### config.mk
export PLATFORM = sky130hd
export DESIGN_NAME = pkt_encap_dfx
export DESIGN_NICKNAME = d
export VERILOG_FILES = /design/src/rtl/pkt_encap_dfx.sv
export SDC_FILE = /design/constraint.sdc
export NUM_CORES = 1
export LEC_CHECK = 0
export BUFFER_PORTS_ARGS = -buffer_cell sky130_fd_sc_hd__buf_2
export CORE_MARGIN = 2
export CORE_UTILIZATION = 58
export DETAILED_ROUTE_END_ITERATION = 7
export PLACE_DENSITY = 0.77
export SKIP_CTS_REPAIR_TIMING = 1
export SKIP_LAST_GASP = 1
export SLEW_MARGIN = 20
export SYNTH_ARGS = -nofsm -noshare
export SYNTH_HDL_FRONTEND = slang
export SYNTH_SLANG_ARGS = --single-unit
### constraint.sdc
create_clock -name clk -period 7.64 [get_ports clk]
set_input_delay 1.528 -clock clk [delete_from_list [all_inputs] [get_ports clk]]
set_output_delay 1.528 -clock clk [all_outputs]
set_load 0.02 [all_outputs]
### src/rtl/pkt_encap_dfx.sv
// Encapsulation stage: buffers input-port payload words, requests a header from the router
// controller, then streams header + PAYLOAD_LEN payload flits. Define PKT_CHECKSUM_EN for an XOR trailer.
module pkt_encap_dfx #(
    parameter int ADDR_WIDTH   = 10,
    parameter int HEADER_WIDTH = 9,
    parameter int DATA_WIDTH   = 32,
    parameter int PAYLOAD_LEN  = 4,
    parameter int BUF_DEPTH    = 8
) (
    input  logic                        clk,
    input  logic                        rst_n,
    input  logic [DATA_WIDTH-1:0]       in_data,
    input  logic                        in_valid,
    input  logic [ADDR_WIDTH-1:0]       router_dst_addr_send,
    input  logic [HEADER_WIDTH-1:0]     header_pkt_send,
    output logic                        ready_encap_dfx,
    output logic [DATA_WIDTH-1:0]       flit_data,
    output logic                        flit_valid,
    input  logic                        flit_ready,
    output logic                        flit_sop,
    output logic                        flit_eop,
    output logic [$clog2(BUF_DEPTH):0]  buf_count,
    output logic                        overflow,
    output logic [15:0]                 pkt_sent
);
    localparam int PTR_W  = $clog2(BUF_DEPTH);
    localparam int CNT_W  = $clog2(BUF_DEPTH) + 1;
    localparam int BEAT_W = (PAYLOAD_LEN > 1) ? $clog2(PAYLOAD_LEN) : 1;

`ifdef PKT_CHECKSUM_EN
    typedef enum logic [2:0] {S_IDLE, S_REQ, S_WAIT, S_HDR, S_PAY, S_TRL} state_t;
`else
    typedef enum logic [2:0] {S_IDLE, S_REQ, S_WAIT, S_HDR, S_PAY} state_t;
`endif

    state_t                    state_q, state_d;
    logic [PTR_W-1:0]          wr_ptr_q, wr_ptr_d, rd_ptr_q, rd_ptr_d;
    logic [CNT_W-1:0]          count_q, count_d;
    logic                      overflow_q, overflow_d;
    logic [BEAT_W-1:0]         beat_q, beat_d;
    logic [ADDR_WIDTH-1:0]     dst_q, dst_d;
    logic [HEADER_WIDTH-1:0]   hdr_q, hdr_d;
    logic [15:0]               pkt_sent_q, pkt_sent_d;
`ifdef PKT_CHECKSUM_EN
    logic [DATA_WIDTH-1:0]     csum_q, csum_d;
`endif
    logic [DATA_WIDTH-1:0]     mem_q [BUF_DEPTH];
    logic                      full, pop, push_ok, last_beat;

    assign full      = (count_q == CNT_W'(BUF_DEPTH));
    assign pop       = (state_q == S_PAY) && flit_ready;
    // A full buffer still accepts a word when the head is leaving in the same cycle
    assign push_ok   = in_valid && (!full || pop);
    assign last_beat = (beat_q == BEAT_W'(PAYLOAD_LEN - 1));

    always_ff @(posedge clk) begin
        if (push_ok) begin
            mem_q[wr_ptr_q] <= in_data;
        end
    end

    always_comb begin
        wr_ptr_d   = wr_ptr_q;
        rd_ptr_d   = rd_ptr_q;
        count_d    = count_q;
        overflow_d = overflow_q | (in_valid & full & ~pop);
        if (push_ok) begin
            wr_ptr_d = wr_ptr_q + 1'b1;
        end
        if (pop) begin
            rd_ptr_d = rd_ptr_q + 1'b1;
        end
        case ({push_ok, pop})
            2'b10:   count_d = count_q + 1'b1;
            2'b01:   count_d = count_q - 1'b1;
            default: count_d = count_q;
        endcase
    end

    always_comb begin
        state_d         = state_q;
        beat_d          = beat_q;
        dst_d           = dst_q;
        hdr_d           = hdr_q;
        pkt_sent_d      = pkt_sent_q;
        ready_encap_dfx = 1'b0;
        flit_valid      = 1'b0;
        flit_sop        = 1'b0;
        flit_eop        = 1'b0;
        flit_data       = '0;
`ifdef PKT_CHECKSUM_EN
        csum_d          = csum_q;
`endif
        case (state_q)
            S_IDLE: begin
                if (count_q >= CNT_W'(PAYLOAD_LEN)) begin
                    state_d = S_REQ;
                end
            end
            S_REQ: begin
                ready_encap_dfx = 1'b1;
                state_d         = S_WAIT;
            end
            S_WAIT: begin
                // Controller has refreshed its registers on the REQ edge
                dst_d   = router_dst_addr_send;
                hdr_d   = header_pkt_send;
                state_d = S_HDR;
            end
            S_HDR: begin
                flit_valid = 1'b1;
                flit_sop   = 1'b1;
                flit_data[ADDR_WIDTH+HEADER_WIDTH-1:0] = {dst_q, hdr_q};
`ifdef PKT_CHECKSUM_EN
                csum_d     = '0;
`endif
                if (flit_ready) begin
                    state_d = S_PAY;
                    beat_d  = '0;
                end
            end
            S_PAY: begin
                flit_valid = 1'b1;
                flit_data  = mem_q[rd_ptr_q];
`ifdef PKT_CHECKSUM_EN
                if (flit_ready) begin
                    csum_d = csum_q ^ mem_q[rd_ptr_q];
                    beat_d = beat_q + 1'b1;
                    if (last_beat) begin
                        state_d = S_TRL;
                    end
                end
`else
                flit_eop   = last_beat;
                if (flit_ready) begin
                    beat_d = beat_q + 1'b1;
                    if (last_beat) begin
                        state_d    = S_IDLE;
                        pkt_sent_d = pkt_sent_q + 16'd1;
                    end
                end
`endif
            end
`ifdef PKT_CHECKSUM_EN
            S_TRL: begin
                flit_valid = 1'b1;
                flit_eop   = 1'b1;
                flit_data  = csum_q;
                if (flit_ready) begin
                    state_d    = S_IDLE;
                    pkt_sent_d = pkt_sent_q + 16'd1;
                end
            end
`endif
            default: state_d = S_IDLE;
        endcase
    end

    always_ff @(posedge clk or negedge rst_n) begin
        if (!rst_n) begin
            state_q    <= S_IDLE;
            wr_ptr_q   <= '0;
            rd_ptr_q   <= '0;
            count_q    <= '0;
            overflow_q <= 1'b0;
            beat_q     <= '0;
            dst_q      <= '0;
            hdr_q      <= '0;
            pkt_sent_q <= '0;
`ifdef PKT_CHECKSUM_EN
            csum_q     <= '0;
`endif
        end else begin
            state_q    <= state_d;
            wr_ptr_q   <= wr_ptr_d;
            rd_ptr_q   <= rd_ptr_d;
            count_q    <= count_d;
            overflow_q <= overflow_d;
            beat_q     <= beat_d;
            dst_q      <= dst_d;
            hdr_q      <= hdr_d;
            pkt_sent_q <= pkt_sent_d;
`ifdef PKT_CHECKSUM_EN
            csum_q     <= csum_d;
`endif
        end
    end

    assign buf_count = count_q;
    assign overflow  = overflow_q;
    assign pkt_sent  = pkt_sent_q;

endmodule

==> metrics.cfg <==
[status]
outcome = complete, no violations

[place]
place_ws_ps = 3201
io_buffers = 111
dp_hpwl_um = 14680
place_area_um2 = 13100
place_congestion = 0.7519

[global_route]
grt_pass1_wl_um = 36860
antenna_found_initial = 3
overflow = 0
grt_pass1_vias = 6463
grt_util_all_layers_pct = 21.98
grt_start_max_net_pins = 55

[drt]
routed_wl_um = 24210
drt_first_iter_violations = 493
dr.pass1.iters = 5
drc = 0
wl_per_cell_um = 22.39
routed_via_density = 6.005
vias = 6491
final_antenna_net_count = 0

[setup_path]
arrival_ps = 3410
r2r_start = state_q[1]
worst_setup_path_start_kind = flop
path_cells = buf_4, mux4_2, nor2b_1, o31ai_1, buf_2
cp_slowest_cell = dfrtp_4
critPathBufInv = 2
path_max_fanout = 54
critPathKind = reg2out
crit_family = flip-flops
required_ps = 6110
setup.worst_path.end_class = output port
max_stage_delay_ps = 1050
ff2ff_path_depth = 5
r2r_end = mem_q[5][3]
rrSetupSlack_ps = 4280

[cts]
cts_tree = yes
clock_sinks = 307
insertion_delay_ps = 540
path_clk_slew_ps = 60
root_buffer = clkbuf_16
h-tree-depth = 1
cts_buffers = 29
clk_path_buf_depth = 3

[timing]
slew-limit-headroom_pct = 28.28
finalCritPeriodShare_pct = 64.59
final-setup-viol-count = 0
maxSlewViolCount = 0
fmax_mhz = 202.7
finalCriticalPeriod_ps = 4935
tightest_slew_ps = 1070
setup_ws_ps = 2705
hold_viol = 0
rsz0062_at_grt = false
setup_tns_ps = 0
finClkSkew_ps = 10.80

[power_and_ir_drop]
p_per_area_nw_per_um2 = 358.1
ir_drop_v = 0.0002447
leakage_uw = 0.004993
total_power_uw = 5018

[logic_synthesis]
yosysWarnings = 0
synth_area_per_cell_um2 = 18.55
synth_area_um2 = 12240
synth-edff-count = 256
synth.net_count = 720
synth.distinct_cells = 44
yosysSeqAreaShare_pct = 73.23
synth_cells = 660
ys.flop_type = edfxtp_1
synth-seq-cells = 307
synthArstFlopShare_pct = 16.61

[worst_hold_path]
min_path_cells = 1
hold_path.class = reg2reg
hold_path.startpoint = pkt_sent[15]
hold_end = pkt_sent[15]

[floorplan]
die_h_um = 149.3
core_um2 = 20890
ios = 112
fp-row-count = 53
start_util_pct = 58.60
die_area_um2 = 22280
die_x_um = 149.3

[final_layout]
fin_util_pct = 67.08
drive_gt1_share_pct = 35.82
nNetsFinal = 844
design_area_um2 = 14010
final_common_cell = edfxtp_1
area_growth_pct = 14.47
layout_common_cells = edfxtp_1 (256), buf_2 (111), mux2_2 (60)

[job]
cap_violations = 0

worst register-to-register path: stages, from the launching register on:
cell and delay (ps):
dfrtp_1 490, nand4bb_1 590, nand3_1 380, nand2_1 200, nor3_2 890, buf_4 480
state kept, by name, summed over array words and instances (netlist names):
register	count
overflow	1
mem_q	256
dst_q	10
rd_ptr_q	3
buf_count	4
wr_ptr_q	3
state_q	3
hdr_q	9
pkt_sent	16
beat_q	2
cells in the mapped netlist, types with 2 or more instances:
cell type | count | share of area, %
buf_4 | 8 | 0.49
xnor2_1 | 15 | 1.1
a21oi_1 | 2 | 0.082
edfxtp_1 | 256 | 63
and2_1 | 2 | 0.10
a31o_2 | 2 | 0.14
clkbuf_1 | 9 | 0.28
o22ai_1 | 19 | 0.97
o21ai_0 | 2 | 0.082
buf_2 | 12 | 0.49
o31ai_1 | 19 | 1.2
xor2_1 | 6 | 0.43
nand2_1 | 36 | 1.1
mux2i_1 | 13 | 1.1
nor3_1 | 9 | 0.37
nor2_1 | 28 | 0.86
buf_6 | 5 | 0.46
nor3b_1 | 3 | 0.18
nand2b_1 | 4 | 0.20
nand4bb_1 | 2 | 0.18
ha_1 | 5 | 0.51
mux4_2 | 45 | 8.3
nand3_1 | 7 | 0.29
inv_1 | 3 | 0.092
mux2_2 | 60 | 5.5
nand4_1 | 5 | 0.26
nor2b_1 | 11 | 0.56
a22o_1 | 3 | 0.21
nor4_1 | 4 | 0.20
dfrtp_1 | 51 | 10
how the worst max path moves through the flow:
stage,start,cells after the start,endpoint,slack (ps)
final,rd_ptr_q[0],5,flit_data[9],2710
after global routing,rd_ptr_q[0],5,flit_data[9],2510
after CTS,rd_ptr_q[0],5,flit_data[9],2650
after detailed placement,flit_ready,6,mem_q[5][3],3200
after global placement,flit_ready,6,mem_q[5][18],3320
after floorplan,flit_ready,4,mem_q[0][0],2250
power by group:
group          internal, uW  switching [uW]
registers              2120             238
logic                   606             687
clock network           804             563
total                  3530            1490
cell families (layout without fill, tap and decap cells):
group                      after synthesis  in the layout  share of synthesized area, %
other                                    0              2                             0
buffers and inverters                   37            181                         1.809
muxes                                  118            118                         14.86
AOI/OAI and AO/OA                       52             52                         2.965
DFF                                    307            307                         73.23
adders and majority gates                5              5                        0.5111
xor gates and xnor gates                21             21                         1.503
and+or+nand+nor                        120            120                         5.121
per-stage QoR:
| stage | hold slack, ps | std cells |
|---|---|---|
| 6_report | 473.0 | 1081 |
| 5_1_grt | 501.0 | 1080 |
| 4_1_cts | 481.7 | 1079 |
| 3_5_place_dp | 474.2 | 1028 |
| 3_3_place_gp | 455.4 | 1028 |
| 2_1_floorplan | 464.2 | 660 |
area by class of cell:
type	instances	area, um^2
diodes	2	5.005
clock buffers	39	773.2
clock inverters	12	130.1
fillers	1349	6877
inverters	3	11.26
multi-input cells	316	3103
flip-flops and latches	307	8970
well taps	275	344.1
repair buffers	127	675.6
per-layer routing:
layer / global-route usage (%) / part of all wire (%) / vias to the layer above / routed length [um]
met5: 0 / 0.054 / - / 13
met4: 6.524 / 2.0 / 2 / 476
met3: 3.394 / 6.2 / 33 / 1498
met2: 36.36 / 50 / 240 / 12070
met1: 30.81 / 42 / 3362 / 10150
li1: - / - / 2854 / -
No activity file was read; power rests on OpenSTA's default activity.
